<file path="src/rtl/sdram_cmd_issuer_pkg.sv">
// ============================================================================
// sdram_cmd_issuer_pkg : shared state encodings and widths for the issuer
// Revision 1.0 - initial release
// ============================================================================
`default_nettype none

package sdram_cmd_issuer_pkg;

  localparam int REF_DUR_SIZE = 4;

  typedef enum logic [2:0] {
    S_INIT_WAIT = 3'd0,
    S_INIT_PRE  = 3'd1,
    S_INIT_REF  = 3'd2,
    S_INIT_LMR  = 3'd3,
    S_IDLE      = 3'd4,
    S_REF       = 3'd5,
    S_RD        = 3'd6,
    S_WR        = 3'd7
  } state_t;

endpackage

`default_nettype wire

</file>
<file path="src/rtl/sdram_cmd_issuer_ref_timer.sv">
// ============================================================================
// sdram_cmd_issuer_ref_timer : refresh countdown, pending flag, miss counter
// Optional feature macro: SDRAM_REF_MISS_EN (adds saturating ref_miss count)
// Revision 1.0 - initial release
// ============================================================================
`default_nettype none

module sdram_cmd_issuer_ref_timer #(
  parameter int REF_PERIOD = 1560
) (
  input  logic       clk0,
  input  logic       reset_n,
  input  logic       enable,
  input  logic       clear,
`ifdef SDRAM_REF_MISS_EN
  output logic [7:0] ref_miss,
`endif
  output logic       pending
);

  localparam int CNT_W = (REF_PERIOD > 2) ? $clog2(REF_PERIOD) : 1;
  localparam logic [CNT_W-1:0] LOAD = CNT_W'(REF_PERIOD - 1);

  logic [CNT_W-1:0] cnt_q, cnt_d;
  logic             pending_q, pending_d;
  logic             expire;

  always_comb begin
    expire = enable && (cnt_q == '0);
    if (!enable || expire) begin
      cnt_d = LOAD;
    end else begin
      cnt_d = cnt_q - CNT_W'(1);
    end
    // An expiry coinciding with a clear keeps the request alive.
    pending_d = expire | (pending_q & ~clear);
  end

  always_ff @(posedge clk0) begin
    if (!reset_n) begin
      cnt_q     <= '0;
      pending_q <= 1'b0;
    end else begin
      cnt_q     <= cnt_d;
      pending_q <= pending_d;
    end
  end

  assign pending = pending_q;

`ifdef SDRAM_REF_MISS_EN
  logic [7:0] miss_q, miss_d;

  always_comb begin
    miss_d = miss_q;
    if (expire && pending_q && !clear && (miss_q != 8'hFF)) begin
      miss_d = miss_q + 8'd1;
    end
  end

  always_ff @(posedge clk0) begin
    if (!reset_n) begin
      miss_q <= 8'd0;
    end else begin
      miss_q <= miss_d;
    end
  end

  assign ref_miss = miss_q;
`endif

endmodule

`default_nettype wire

</file>
<file path="src/rtl/sdram_cmd_issuer.sv">
// ============================================================================
// sdram_cmd_issuer : SDRAM init sequencer, refresh scheduler and host command
//                    issuer driving held command levels toward the detector
// Optional feature macro: SDRAM_REF_MISS_EN (exposes ref_miss)
// Revision 1.0 - initial release
// ============================================================================
`default_nettype none

module sdram_cmd_issuer
  import sdram_cmd_issuer_pkg::*;
#(
  parameter int                      INIT_WAIT  = 20000,
  parameter int                      INIT_REFS  = 2,
  parameter int                      REF_PERIOD = 1560,
  parameter logic [REF_DUR_SIZE-1:0] REF_DUR    = 4'b1111
) (
  input  logic                    clk0,
  input  logic                    reset_n,
  input  logic                    host_req,
  input  logic                    host_we,
  output logic                    host_ack,
  input  logic                    do_reada,
  input  logic                    do_writea,
  input  logic                    do_refresh,
  input  logic                    do_preacharge,
  input  logic                    do_load_mod,
  output logic                    nop,
  output logic                    reada,
  output logic                    writea,
  output logic                    refresh,
  output logic                    preacharge,
  output logic                    load_mod,
  output logic                    ref_req,
  output logic [REF_DUR_SIZE-1:0] ref_dur,
`ifdef SDRAM_REF_MISS_EN
  output logic [7:0]              ref_miss,
`endif
  output logic                    init_done
);

  localparam int WAIT_W = (INIT_WAIT > 2) ? $clog2(INIT_WAIT) : 1;
  localparam logic [WAIT_W-1:0] WAIT_LAST = WAIT_W'(INIT_WAIT - 1);
  localparam logic [3:0]        REFS_INIT = 4'(INIT_REFS);

  state_t                  state_q, state_d;
  logic [WAIT_W-1:0]       wait_cnt_q, wait_cnt_d;
  logic [3:0]              iref_cnt_q, iref_cnt_d;
  logic                    nop_q, nop_d;
  logic                    reada_q, reada_d;
  logic                    writea_q, writea_d;
  logic                    refresh_q, refresh_d;
  logic                    pre_q, pre_d;
  logic                    lmr_q, lmr_d;
  logic                    ack_q, ack_d;
  logic                    init_done_q, init_done_d;
  logic [REF_DUR_SIZE-1:0] ref_dur_q;
  logic                    ref_pending;
  logic                    ref_clear;

  assign ref_clear = (state_q == S_REF) && do_refresh;

  sdram_cmd_issuer_ref_timer #(
    .REF_PERIOD (REF_PERIOD)
  ) ref_timer (
    .clk0     (clk0),
    .reset_n  (reset_n),
    .enable   (init_done_q),
    .clear    (ref_clear),
`ifdef SDRAM_REF_MISS_EN
    .ref_miss (ref_miss),
`endif
    .pending  (ref_pending)
  );

  // Outputs are next-state values, so every command level is a flop output.
  always_comb begin
    state_d     = state_q;
    wait_cnt_d  = wait_cnt_q;
    iref_cnt_d  = iref_cnt_q;
    init_done_d = init_done_q;
    nop_d       = 1'b0;
    reada_d     = 1'b0;
    writea_d    = 1'b0;
    refresh_d   = 1'b0;
    pre_d       = 1'b0;
    lmr_d       = 1'b0;
    ack_d       = 1'b0;

    case (state_q)
      S_INIT_WAIT: begin
        if (wait_cnt_q == WAIT_LAST) begin
          state_d = S_INIT_PRE;
          pre_d   = 1'b1;
        end else begin
          wait_cnt_d = wait_cnt_q + WAIT_W'(1);
          nop_d      = 1'b1;
        end
      end
      S_INIT_PRE: begin
        if (do_preacharge) begin
          state_d    = S_INIT_REF;
          iref_cnt_d = REFS_INIT;
          refresh_d  = 1'b1;
        end else begin
          pre_d = 1'b1;
        end
      end
      S_INIT_REF: begin
        refresh_d = 1'b1;
        if (do_refresh) begin
          iref_cnt_d = iref_cnt_q - 4'd1;
          if (iref_cnt_q == 4'd1) begin
            state_d   = S_INIT_LMR;
            refresh_d = 1'b0;
            lmr_d     = 1'b1;
          end
        end
      end
      S_INIT_LMR: begin
        if (do_load_mod) begin
          state_d     = S_IDLE;
          init_done_d = 1'b1;
        end else begin
          lmr_d = 1'b1;
        end
      end
      S_IDLE: begin
        if (ref_pending) begin
          state_d   = S_REF;
          refresh_d = 1'b1;
        end else if (host_req && init_done_q) begin
          if (host_we) begin
            state_d  = S_WR;
            writea_d = 1'b1;
          end else begin
            state_d = S_RD;
            reada_d = 1'b1;
          end
        end
      end
      S_REF: begin
        if (do_refresh) begin
          state_d = S_IDLE;
        end else begin
          refresh_d = 1'b1;
        end
      end
      S_RD: begin
        if (do_reada) begin
          state_d = S_IDLE;
          ack_d   = 1'b1;
        end else begin
          reada_d = 1'b1;
        end
      end
      S_WR: begin
        if (do_writea) begin
          state_d = S_IDLE;
          ack_d   = 1'b1;
        end else begin
          writea_d = 1'b1;
        end
      end
      default: begin
        state_d = S_INIT_WAIT;
        nop_d   = 1'b1;
      end
    endcase
  end

  always_ff @(posedge clk0) begin
    if (!reset_n) begin
      state_q     <= S_INIT_WAIT;
      wait_cnt_q  <= '0;
      iref_cnt_q  <= 4'd0;
      nop_q       <= 1'b1;
      reada_q     <= 1'b0;
      writea_q    <= 1'b0;
      refresh_q   <= 1'b0;
      pre_q       <= 1'b0;
      lmr_q       <= 1'b0;
      ack_q       <= 1'b0;
      init_done_q <= 1'b0;
      ref_dur_q   <= REF_DUR;
    end else begin
      state_q     <= state_d;
      wait_cnt_q  <= wait_cnt_d;
      iref_cnt_q  <= iref_cnt_d;
      nop_q       <= nop_d;
      reada_q     <= reada_d;
      writea_q    <= writea_d;
      refresh_q   <= refresh_d;
      pre_q       <= pre_d;
      lmr_q       <= lmr_d;
      ack_q       <= ack_d;
      init_done_q <= init_done_d;
      ref_dur_q   <= REF_DUR;
    end
  end

  assign nop        = nop_q;
  assign reada      = reada_q;
  assign writea     = writea_q;
  assign refresh    = refresh_q;
  assign preacharge = pre_q;
  assign load_mod   = lmr_q;
  assign host_ack   = ack_q;
  assign init_done  = init_done_q;
  assign ref_req    = ref_pending;
  assign ref_dur    = ref_dur_q;

endmodule

`default_nettype wire

</file>
<file path="config.mk">
export PLATFORM = sky130hd
export DESIGN_NAME = sdram_cmd_issuer
export DESIGN_NICKNAME = d
export VERILOG_FILES = /design/src/rtl/sdram_cmd_issuer_pkg.sv /design/src/rtl/sdram_cmd_issuer_ref_timer.sv /design/src/rtl/sdram_cmd_issuer.sv
export SDC_FILE = /design/constraint.sdc
export NUM_CORES = 1
export LEC_CHECK = 0
export ABC_AREA = 1
export ABC_CLOCK_PERIOD_IN_PS = 1400
export CORE_MARGIN = 2
export CORE_UTILIZATION = 41
export DETAILED_ROUTE_END_ITERATION = 6
export GPL_TIMING_DRIVEN = 0
export HOLD_SLACK_MARGIN = 0.08
export PLACE_DENSITY = 0.68
export SYNTH_ARGS = -nofsm -noshare
export SYNTH_HDL_FRONTEND = slang
export SYNTH_HIERARCHICAL = 1
export SYNTH_SLANG_ARGS = --single-unit
</file>
<file path="constraint.sdc">
create_clock -name clk0 -period 1.4 [get_ports clk0]
set_input_delay 0.21 -clock clk0 [delete_from_list [all_inputs] [get_ports clk0]]
set_output_delay 0.21 -clock clk0 [all_outputs]
set_load 0.02 [all_outputs]
</file>
### Yosys cells after proc, flatten, opt, wreduce, memory -nomap -nowiden

Index checks and enable logic that the tools add are counted.
W data, S select, Z words.

| word-level totals | value |
|---|---|
| register bits after elaboration | 42 |
| latch bits | 0 |
| memory bits (writable) | 0 |
| bits in read-only memories | 0 |
| bits of input ports | 9 |
| output and inout bits | 13 |
| logic and storage cells | 97 |
| memories kept | 0 |

| cells by class | value |
|---|---|
| add/subtract/negate cells | 3 |
| multiply operators | 0 |
| div/mod/pow operators | 0 |
| order comparisons | 0 |
| equality and inequality tests | 18 |
| shifts and indexed selects | 0 |
| mux-type cells | 44 |
| bitwise operators | 5 |
| reductions and logical operators | 13 |

Operators with widths:

| cell | count |
|---|---|
| $mux W3 | 10 |
| $pmux W3 S8 | 1 |
| $mux W1 | 23 |
| $ne A2 B2 Y1 const B | 8 |
| $add A15 B1 Y15 const B | 1 |
| $eq A15 B15 Y1 const B | 1 |
| $eq A3 B3 Y1 const B | 4 |
| $logic_not A11 Y1 | 1 |
| $mux W11 | 1 |
| $sub A11 B1 Y11 const B | 1 |
| $pmux W1 S2 | 5 |
| $reduce_and A9 Y1 | 1 |
| $mux W4 | 2 |
| $pmux W4 S2 | 1 |
| $eq A3 B2 Y1 const B | 2 |
| $eq A4 B1 Y1 const B | 1 |
| $pmux W1 S4 | 1 |
| $reduce_and A2 Y1 | 2 |
| $sub A4 B1 Y4 const B | 1 |
| $eq A3 B1 Y1 const B | 1 |
| $logic_and A1 B1 Y1 | 3 |
| $logic_not A3 Y1 | 1 |
| $ne A3 B2 Y1 const B | 1 |
| $not A1 Y1 | 3 |
| 7 further kinds | 7 |

### Logic depth before layout (Yosys ltp)

Gate-level depths: netlist (run 1).

| depth | value |
|---|---|
| depth after elaboration | 5 |
| mapped depth | 12 |
| gate-level depth less buffers | 12 |

### Modules after synthesis

The synthesis (run 1) kept the hierarchy.

By module, submodules not included:

| module | times used | cells an instance | area each (um^2) | sequential area each (um^2) |
|---|---|---|---|---|
| sdram_cmd_issuer | 1 | 259 | 1,784.2 | 600.6 |
| sdram_cmd_issuer_ref_timer | 1 | 76 | 601.8 | 240.2 |

### Worst setup path before layout (run 1)

OpenSTA, ideal clock, no wires.

| timing path | value |
|---|---|
| path type | reg2reg |
| start point | register wait_cnt_q[0] |
| end point | register wait_cnt_q[1] |
| setup time | 0.116 ns |
| arrival time | 1.282 ns |
| data required time | 1.284 ns |
| path slack | 0.003 ns |
| cell stages (with the launch flop) | 10 |
| cells stage by stage | dfxtp_1 -> ha_1 -> nand2_1 -> nor3_2 -> nand2_2 -> nand2_4 -> inv_4 -> buf_6 -> nor2_1 -> nor2_1 |

| on the way | value |
|---|---|
| longest elaborated chain between the ends | 3 |
| elaborated cells between the ends (all ways) | 4 |
| those cells by class | add/sub (1); eq/ne (1); bitwise (1); reduce/logical (1) |

Ends and longest elaborated chain:

| item | RTL line | RTL |
|---|---|---|
| from (decl) | sdram_cmd_issuer.sv:46 | `logic [WAIT_W-1:0] wait_cnt_q, wait_cnt_d;` |
| from (signal assigned) | sdram_cmd_issuer.sv:187 | `wait_cnt_q <= wait_cnt_d;` |
| parallel branches: the longest is 3 deep, another holds $add A15 B1 Y15 | -- |  |

Parallel ways; which one is timed is not known.
A chain may end at the register's enable or synchronous reset.

### Final worst setup path (run 1)

| timing path | value |
|---|---|
| start point | register wait_cnt_q[1] |
| end point | register wait_cnt_q[3] |

The elaborated chain is that of the path after synthesis.

==> results of run 1 <==
[synth_stat cells, types with 5 or more instances]
library cell,count
a21oi_1,23
buf_6,6
dfxtp_1,42
inv_1,36
nand2_1,74
nand2_2,10
nand3_1,16
nand4_1,7
nor2_1,43
nor2_2,8
nor3_1,5
o21ai_0,9
xnor2_1,5
xor2_1,9
[power groups by stage]
stage               logic (mW)  clock network [mW]  registers [mW]
floorplan                0.795                   0            1.47
global route              1.57                1.27            1.46
finish                    1.43                1.21            1.45
detailed placement        1.09                   0            1.45
global placement          1.08                   0            1.44
CTS                       1.14                1.22            1.43
[placed cells by master (no fill, tap or decap), drive strengths merged]
cell type	Yosys	routed
a21oi	24	24
a41oi	1	1
and3	2	2
buf	11	21
bufinv	0	2
clkbuf	0	7
clkdlybuf4s50	0	7
clkinv	1	1
conb	1	4
dfxtp	42	42
dlygate4sd2	0	10
ha	4	4
inv	42	42
nand2	86	86
nand3	20	20
nand3b	1	1
nand4	7	7
nor2	55	55
nor3	9	9
nor4	2	2
o21a	1	1
o21ai	9	9
o21bai	1	1
o22ai	1	1
or3	1	1
xnor2	5	5
xor2	9	9
[final cells by class]
type	count	area, µm²
clock buffers	6	82.58
clock inverters	2	60.06
fillers	528	2566
well taps	72	90.09
plain buffers	11	105.1
repair buffers	28	265.3
inverters	43	172.7
multi-input cells	242	1370
flip-flops and latches	42	862.1
[final timing paths]
check / from / end
max: wait_cnt_q[1]$_SDFFE_PN0P_ / wait_cnt_q[3]$_SDFFE_PN0P_
max reg2reg: wait_cnt_q[1]$_SDFFE_PN0P_ / wait_cnt_q[3]$_SDFFE_PN0P_
min reg2reg: iref_cnt_q[0]$_SDFFE_PN0P_ / iref_cnt_q[0]$_SDFFE_PN0P_
min: reset_n / ref_timer/cnt_q[1]$_SDFF_PN0_
[routing by layer]
metal | part of all wire | track usage
met5 | 0 | 0
met4 | 0.022 | 0.06441
met1 | 0.46 | 0.1963
met2 | 0.48 | 0.2867
met3 | 0.042 | 0.04157
[state kept, by name (all words and copies together) (netlist names)]
signal / cells
ref_timer/cnt_q: 11
init_done: 1
writea: 1
load_mod: 1
preacharge: 1
wait_cnt_q: 15
ref_timer/pending: 1
reada: 1
iref_cnt_q: 4
nop: 1
refresh: 1
state_q: 3
host_ack: 1
[kinds of logic after synthesis]
family,after synthesis
AOI/OAI and AO/OA,37
xor gates and xnor gates,14
adders and majority gates,4
buffers and inverters,54
DFF,42
other,1
and+or+nand+nor,183
[worst max-delay path: stages (launching register included)]
cell,delay [ns]
dfxtp_4,0.37
ha_4,0.17
nand2_4,0.09
nor3_4,0.04
nand2_2,0.11
nand2_8,0.10
buf_4,0.16
o21ai_1,0.11
nand2_1,0.07
nor2_1,0.12
[timing repair]
item                       in CTS  in global routing
gates resized for setup        22                 34
hold buffers                    0                  0
pin swaps                       3                  3
setup buffers                   3                  6
cloned                          0                  2
setup endpoints to repair      43                 24
==> reports/qor.csv, run 1 <==
metric;value;unit
Die Span Y;80.29;µm
cell area after layout;3008;µm²
Antenna Cells;0;
mux cell area share after synthesis;0;
clock share of power;0.296;
WHS;0.4548;ns
initial antenna violation count;0;
Worst Hold Depth;3;
Total Power;4.082;mW
RSZ-0062 raised after global routing;yes;
share of post-route cells with drive strength above 1;0.2620;
CP arrival;1.63;ns
simple-gate portion of the synthesized area;0.3781;
Post-synth EDFFs;0;
violated checks;setup timing;
Main synth FF type;dfxtp_1;
sequential fraction of the synthesis area;0.3524;
Core ar.;5574;µm²
Ys Warns;6;
Post-synth ARST share;0;
Post-Route WL;5.074;mm
Detail Route Antenna Nets;0;
NetSw;1.347;mW
P&R area growth vs syn;26.06;%
clk_skew;0.01119;ns
vias per cell;4.783;
largest net degree at the start of global routing;14;
via count;2133;
clock tree buffer depth;2;
Synth Area per Inst;7.123;µm²
Clock Latency Late Sink;0.30;ns
fin nets;386;
Yosys top cell area share;0.3524;
r2r setup slk;-0.009;ns
Gate power share;0.350;
period utilisation layout;1.007;
gp weighted congestion;0.8130;
Synth Area in Compound Gates;0.08338;
Post-DP Area;2658;µm²
Mapped Area;2386;µm²
fmax;0.7097;GHz
Hold Vio Cnt, Final;0;
worst-path fanout max;6;
Hold Path Class;in2reg;
largest family of logic cells by synthesized area;simple AND/OR/NAND/NOR gates;
reg2reg path depth;9;
first-pass GRT wire length;8.507;mm
num rows;27;
Die X;80.29;µm
max-cap viol count;0;
wire length per cell;11.38;µm
status;complete, but fails checks;
Flop pwr share;0.354;
CTS tree;yes;
Tmin final;1.409;ns
root buffer cell;clkbuf_8;
Final setup viols;1;
pwr dens;1357;nW/µm²
die area;6446;µm²
Synth Register Bits;42;
Switching Fraction;0.3299;
dpl cells;427;
static leakage;1.305;nW
# DRC;0;
final setup TNS;-0.009108;ns
CTS clk-pin slew, worst paths;0.08;ns
I/O pin count;22;
Crit Path Class;reg2reg;
vias in the first global route;2007;
hpwl dp;3.521;mm
Initial Util;0.4281;
CTS Buf Count;5;
crit start category;register;
post-layout util;0.5396;
Distinct cells, synth;35;
Adder-Cell Fraction of Synth Area;0.02098;
Critical Path RT;1.62;ns
pre-CTS setup slack;-0.4491;ns
H-Tree Level Count;2;
drt pass-1 iters;4;
Post-Syn Instances;335;
area leader, netlist;dfxtp_1;
initial DRC count;145;
Peak VDD IR;613.2;µV
setup ws final;-0.009108;ns
Crit. End Element;register;
Int Power;2.735;mW
TritonCTS sink count;42;
total gr overflow;0;
Post-Synth XOR/XNOR Area;0.05139;
final slew viol count;0;
synth top area cells;dfxtp_1 (35%), nand2_1 (12%), nor2_1 (6.8%);
total track usage;0.1660;
Port-buffer cells;17;
Post-Layout Cell Count;446;
(Power assumes the default switching activity.)
==> inputs of run 2 (changes only) <==
--- a/config.mk
+++ b/config.mk
@@ -6,13 +6,11 @@
 export NUM_CORES = 1
 export LEC_CHECK = 0
 export ABC_AREA = 1
-export ABC_CLOCK_PERIOD_IN_PS = 1400
 export CORE_MARGIN = 2
 export CORE_UTILIZATION = 41
 export DETAILED_ROUTE_END_ITERATION = 6
 export GPL_TIMING_DRIVEN = 0
 export HOLD_SLACK_MARGIN = 0.08
-export PLACE_DENSITY = 0.68
 export SYNTH_ARGS = -nofsm -noshare
 export SYNTH_HDL_FRONTEND = slang
 export SYNTH_HIERARCHICAL = 1
==> constraint.sdc (replaced) <==
create_clock -name clk0 -period 1.55 [get_ports clk0]
set_input_delay 0.2325 -clock clk0 [delete_from_list [all_inputs] [get_ports clk0]]
set_output_delay 0.2325 -clock clk0 [all_outputs]
set_load 0.02 [all_outputs]
==> run 2 against run 1 <==
Compared with the run above: the run now ends clean; critical path type unchanged; highest routed layer unchanged; power decreased by 21%; critical endpoint is now wait_cnt_q[12]$_SDFFE_PN0P_; largest power group unchanged; fmax decreased by 4.9%; non-clock buffer count decreased by 6.
==> reports/qor.csv, run 2 (same netlist as run 1, synthesis figures left out) <==
metric;value;unit;change
Detail Route Antenna Nets;0;;unchanged
drt pass-1 iters;4;;unchanged
fmax;0.6750;GHz;-4.9%
share of post-route cells with drive strength above 1;0.2038;;-0.05823
Worst path max stage delay;0.37;ns;about the same
# DRC;0;;unchanged
worst-path fanout max;9;;+3
initial DRC count;109;;-25%
CP arrival;1.66;ns;+0.03 ns
initial antenna violation count;0;;unchanged
vias in the first global route;1862;;-7.2%
num rows;27;;unchanged
max-cap viol count;0;;unchanged
H-Tree Level Count;2;;unchanged
CTS clk-pin slew, worst paths;0.09;ns;about the same
Core ar.;5574;µm²;unchanged
CP delay by family, top;simple AND/OR/NAND/NOR gates;;
hpwl dp;3.526;mm;+0.16%
Tmin final;1.481;ns;+0.07228 ns
vias per cell;4.800;;+0.37%
clk_skew;0.01110;ns;-0.00009450 ns
gp weighted congestion;0.7988;;-1.7%
Crit Path Class;reg2reg;;
I/O pin count;22;;unchanged
critical path cell sequence;ha_4 -> nand2_4 -> nor3_4 -> nand2_2 -> nand2_4 -> inv_6 -> clkbuf_16 -> nand2_1 -> a21oi_1;;
Crit. End Element;register;;
wire length per cell;11.15;µm;-2.0%
max reg flops;15;;unchanged
Int Power;2.080;mW;-24%
Die X;80.29;µm;unchanged
Clock Latency Late Sink;0.30;ns;about the same
largest net degree at the start of global routing;14;;unchanged
Port-buffer cells;17;;unchanged
Die Span Y;80.29;µm;unchanged
total track usage;0.1589;;-0.007072
Critical Path RT;1.73;ns;+0.11 ns
static leakage;1.223;nW;-6.3%
CTS tree;yes;;
Bufs and invs on worst path;2;;+1
highest-count cells in the layout ignoring fill and taps;nand2_1 (73), nor2_1 (40), dfxtp_1 (38);;
clock share of power;0.233;;-0.063
Post-DP Area;2658;µm²;unchanged
Switching Fraction;0.3568;;+0.02686
pwr dens;1124;nW/µm²;-17%
setup ws final;0.06861;ns;+0.07772 ns
total gr overflow;0;;unchanged
first-pass GRT wire length;8.114;mm;-4.6%
dpl cells;427;;unchanged
Flop pwr share;0.404;;+0.050
Hold Vio Cnt, Final;0;;unchanged
clock tree buffer depth;2;;unchanged
status;completed;;
critical path's slowest cell;dfxtp_2;;
via count;2112;;-0.98%
P&R area growth vs syn;20.56;%;
Final setup viols;0;;-1
pre-CTS setup slack;-0.3194;ns;+0.1297 ns
NetSw;1.154;mW;-14%
final slew viol count;0;;unchanged
Antenna Cells;0;;unchanged
Peak VDD IR;437.8;µV;-29%
Post-Route WL;4.904;mm;-3.4%
cell area after layout;2877;µm²;-4.4%
CP most frequent cell;nand2_4;;
TritonCTS sink count;42;;unchanged
period utilisation layout;0.9557;;-0.05077
Hold Path Class;in2reg;;
Most flops, register;wait_cnt_q;;
Gate power share;0.363;;+0.013
Initial Util;0.4281;;unchanged
crit start category;register;;
Filler Cell Count;570;;+8.0%
CTS Buf Count;5;;unchanged
die area;6446;µm²;unchanged
root buffer cell;clkbuf_8;;
Post-Layout Cell Count;440;;-1.3%
Top Registers;wait_cnt_q x15, ref_timer/cnt_q x11, iref_cnt_q x4;;
most common cell after layout, fill and taps aside;nand2_1;;
fin nets;380;;-1.6%
-- run 2: power by group through the flow --
stage          clock network [mW]  logic [mW]  registers, mW
2_1_floorplan                   0       0.718           1.33
3_3_place_gp                    0       0.990           1.30
3_5_place_dp                    0       0.994           1.31
4_1_cts                     0.774        1.00           1.28
5_1_grt                     0.820        1.31           1.32
6_report                    0.753        1.18           1.31
-- run 2: area by class of cell --
type	count	area (µm²)	area share
buffer	11	108.9	0.03784
sequential	42	848.3	0.2949
inverter	43	170.2	0.05916
timing repair buffer	22	225.2	0.07829
multi-input combinational	242	1339	0.4654
clock buffer	6	82.58	0.02871
clock inverter	2	12.51	0.004350
tap	72	90.09	0.03132
-- run 2: routing by layer --
layer / wire length [µm] / GRT usage / vias up
li1: - / - / 1116
met1: 2442 / 0.2149 / 946
met2: 2200 / 0.2567 / 45
met3: 210 / 0.03034 / 5
met4: 51 / 0.04576 / 0
met5: 0 / 0 / -
-- run 2: what timing repair did --
item,CTS,global route
hold buffers,0,0
endpoints found under the setup margin,20,26
pin swaps,1,4
gates cloned,0,1
setup buffers,0,4
hold endpoints to repair,0,0
gates resized for setup,4,20
-- run 2: tightest hold or removal path, delay by kind of cell --
kind,cells,cell delay [ns]
buffers and inverters,2,0.27
AND/OR/NAND/NOR,1,0.12
-- run 2: through the flow --
stage               hold slack [ns]   TNS, ns  power (mW)  utilization
CTS                          0.4676         0       3.059       0.4947
global route                 0.3954  -0.05500       3.457       0.5160
detailed placement           0.4541    -3.477       2.302       0.4768
floorplan                    0.3301         0       2.046            -
global placement             0.4523    -3.437       2.294       0.4768
finish                       0.3621         0       3.234       0.5160
-- run 2: worst paths after layout --
check,startpoint,to,slack [ns],cells after the start
setup / recovery,wait_cnt_q[1]$_SDFFE_PN0P_,wait_cnt_q[12]$_SDFFE_PN0P_,0.07,9
hold / removal,reset_n,ref_timer/cnt_q[1]$_SDFF_PN0_,0.36,3
setup reg to reg,wait_cnt_q[1]$_SDFFE_PN0P_,wait_cnt_q[12]$_SDFFE_PN0P_,0.07,9
hold reg to reg,iref_cnt_q[0]$_SDFFE_PN0P_,iref_cnt_q[0]$_SDFFE_PN0P_,0.46,1
==> inputs of run 3 (changes only) <==
--- a/config.mk
+++ b/config.mk
@@ -6,7 +6,7 @@
 export NUM_CORES = 1
 export LEC_CHECK = 0
 export ABC_AREA = 1
-export CORE_MARGIN = 2
+export ABC_CLOCK_PERIOD_IN_PS = 1700
 export CORE_UTILIZATION = 41
 export DETAILED_ROUTE_END_ITERATION = 6
 export GPL_TIMING_DRIVEN = 0
==> constraint.sdc (replaced) <==
create_clock -name clk0 -period 1.7 [get_ports clk0]
set_input_delay 0.255 -clock clk0 [delete_from_list [all_inputs] [get_ports clk0]]
set_output_delay 0.255 -clock clk0 [all_outputs]
set_load 0.02 [all_outputs]
==> run 3 against run 2 <==
Compared with the run above: die area shrank 4.9%; power shrank 12%; clock power grew 6.0%; critical path depth shrank 8; largest power group unchanged; combinational power shrank 24%; final cell count shrank 1.1%; first-iteration DRC count grew 47%; clock skew grew 0.00098 ns; utilization shrank 1.9 points; worst setup slack gained 0.014 ns; routed wire length shrank 5.2%; flip-flop and latch count is the same.
==> reports/qor.csv, run 3 (same netlist as run 1, synthesis figures left out) <==
metric;value;unit;change
status;completed;;
TritonCTS sink count;42;;unchanged
Die X;78.29;µm;-2.5%
Filler Cell Count;571;;+0.18%
highest-count cells in the layout ignoring fill and taps;nand2_1 (74), nor2_1 (43), dfxtp_1 (42);;
share of post-route cells with drive strength above 1;0.1543;;-0.04953
wire length per cell;10.69;µm;-4.1%
Detail Route Antenna Nets;0;;unchanged
setup ws final;0.08279;ns;+0.01418 ns
final setup TNS;0;ns;unchanged
crit start category;register;;
CTS clk-pin slew, worst paths;0.08;ns;about the same
max reg flops;15;;unchanged
largest net degree at the start of global routing;14;;unchanged
gp weighted congestion;0.8165;;+2.2%
initial DRC count;160;;+47%
static leakage;1.161;nW;-5.1%
fin nets;375;;-1.3%
Tmin final;1.617;ns;
critical path's slowest cell;clkdlybuf4s50_1;;
critical path cell sequence;clkdlybuf4s50_1;;
Bufs and invs on worst path;1;;-1
CTS tree;yes;;
Most flops, register;wait_cnt_q;;
WHS;0.4620;ns;+0.09993 ns
pwr dens;1031;nW/µm²;-8.3%
die area;6129;µm²;-4.9%
Initial Util;0.4281;;unchanged
H-Tree Level Count;2;;unchanged
P&R area growth vs syn;16.20;%;
CTS Buf Count;5;;unchanged
Antenna Cells;0;;unchanged
Peak VDD IR;459.8;µV;+5.0%
num rows;27;;unchanged
Worst path max stage delay;0.64;ns;+0.27 ns
via count;2055;;-2.7%
pre-CTS setup slack;-0.2480;ns;+0.07146 ns
Top Registers;wait_cnt_q x15, ref_timer/cnt_q x11, iref_cnt_q x4;;
I/O pin count;22;;unchanged
multi-input logic area;1295;µm²;-3.3%
Port-buffer cells;17;;unchanged
root buffer cell;clkbuf_8;;
clk_skew;0.01208;ns;+0.0009841 ns
max-cap viol count;0;;unchanged
RSZ-0062 raised after global routing;no;;
Clock Latency Late Sink;0.30;ns;about the same
final slew viol count;0;;unchanged
Register Area;840.8;µm²;-0.89%
Core ar.;5574;µm²;unchanged
Crit Path Class;reg2out;;
Hold Path Class;reg2reg;;
Die Span Y;78.29;µm;-2.5%
hold buffer count at CTS;0;;unchanged
worst-path fanout max;6;;-3
period utilisation layout;0.9513;;
vias in the first global route;1931;;+3.7%
most common cell after layout, fill and taps aside;nand2_1;;
fmax;0.6184;GHz;
CP delay by family, top;buffers and inverters;;
hpwl dp;3.498;mm;-0.82%
drt pass-1 iters;4;;unchanged
Post-DP Area;2658;µm²;unchanged
total track usage;0.1699;;+0.01103
clock tree buffer depth;2;;unchanged
initial antenna violation count;0;;unchanged
Hold Vio Cnt, Final;0;;unchanged
vias per cell;4.724;;-1.6%
CP arrival;1.36;ns;-0.30 ns
Crit. End Element;primary output;;
total gr overflow;0;;unchanged
first-pass GRT wire length;8.197;mm;+1.0%
Final setup viols;0;;unchanged
Post-Route WL;4.651;mm;-5.2%
# DRC;0;;unchanged
cell area after layout;2773;µm²;-3.6%
Critical Path RT;1.44;ns;-0.29 ns
## run 3: cell count changes in the layout (fill, tap and decap cells not counted), sizes merged
cell           delta
buf               -4
clkdlybuf4s50     +2
bufinv            +1
clkbuf            -1
clkinv            -1
dlygate4sd2       -1
dlymetal6s2s      -1
## run 3: worst reg2reg max path, cell delays in order (launching register included)
cell	delay, ns
dfxtp_1	0.37
ha_1	0.18
nand2_1	0.12
nor3_4	0.18
nand2_2	0.09
nand2_4	0.13
inv_4	0.07
buf_6	0.14
nand2_1	0.07
a21oi_1	0.06
## run 3: layout make-up
type / count / area share
multi-input combinational: 242 / 0.4671
timing repair buffer: 17 / 0.06092
tap: 72 / 0.03249
clock inverter: 2 / 0.01354
buffer: 11 / 0.03655
sequential: 42 / 0.3032
inverter: 43 / 0.06002
clock buffer: 6 / 0.02617
## run 3: path summary, 6_finish.rpt
check	start	end	slack [ns]	cells past startpoint
max reg2reg	wait_cnt_q[0]$_SDFFE_PN0P_	wait_cnt_q[12]$_SDFFE_PN0P_	0.18	9
min	wait_cnt_q[2]$_SDFFE_PN0P_	wait_cnt_q[2]$_SDFFE_PN0P_	0.46	2
max	ref_timer/pending$_SDFF_PN0_	ref_req	0.08	1
min reg2reg	wait_cnt_q[2]$_SDFFE_PN0P_	wait_cnt_q[2]$_SDFFE_PN0P_	0.46	2
## run 3: per-stage QoR
step | total power, mW | utilization | instances
after floorplan | 1.865 | - | 338
final | 2.858 | 0.4974 | 435
after CTS | 2.892 | 0.4963 | 435
after detailed placement | 2.097 | 0.4768 | 427
after global routing | 3.049 | 0.4974 | 435
after global placement | 2.093 | 0.4768 | 427
## run 3: where the power goes
part           internal [mW]  switching [mW]  leakage [nW]  total, mW
Clock                  0.439           0.360        0.0514      0.798
Sequential              1.09          0.0746         0.342       1.17
Combinational          0.346           0.548         0.767      0.894
## run 3: per-layer routing
| layer | global-route usage | share of wire | vias to the layer above |
|---|---|---|---|
| li1 | - | - | 1104 |
| met1 | 0.2149 | 0.51 | 907 |
| met2 | 0.2816 | 0.44 | 40 |
| met3 | 0.03488 | 0.038 | 4 |
| met4 | 0.06667 | 0.013 | 0 |
| met5 | 0 | 0 | - |
## run 3: what timing repair did
| action | CTS | global route |
|---|---|---|
| endpoints found under the setup margin | 1 | 13 |
| gates resized for setup | 1 | 1 |
| setup buffers | 0 | 0 |
| pin swaps | 0 | 1 |
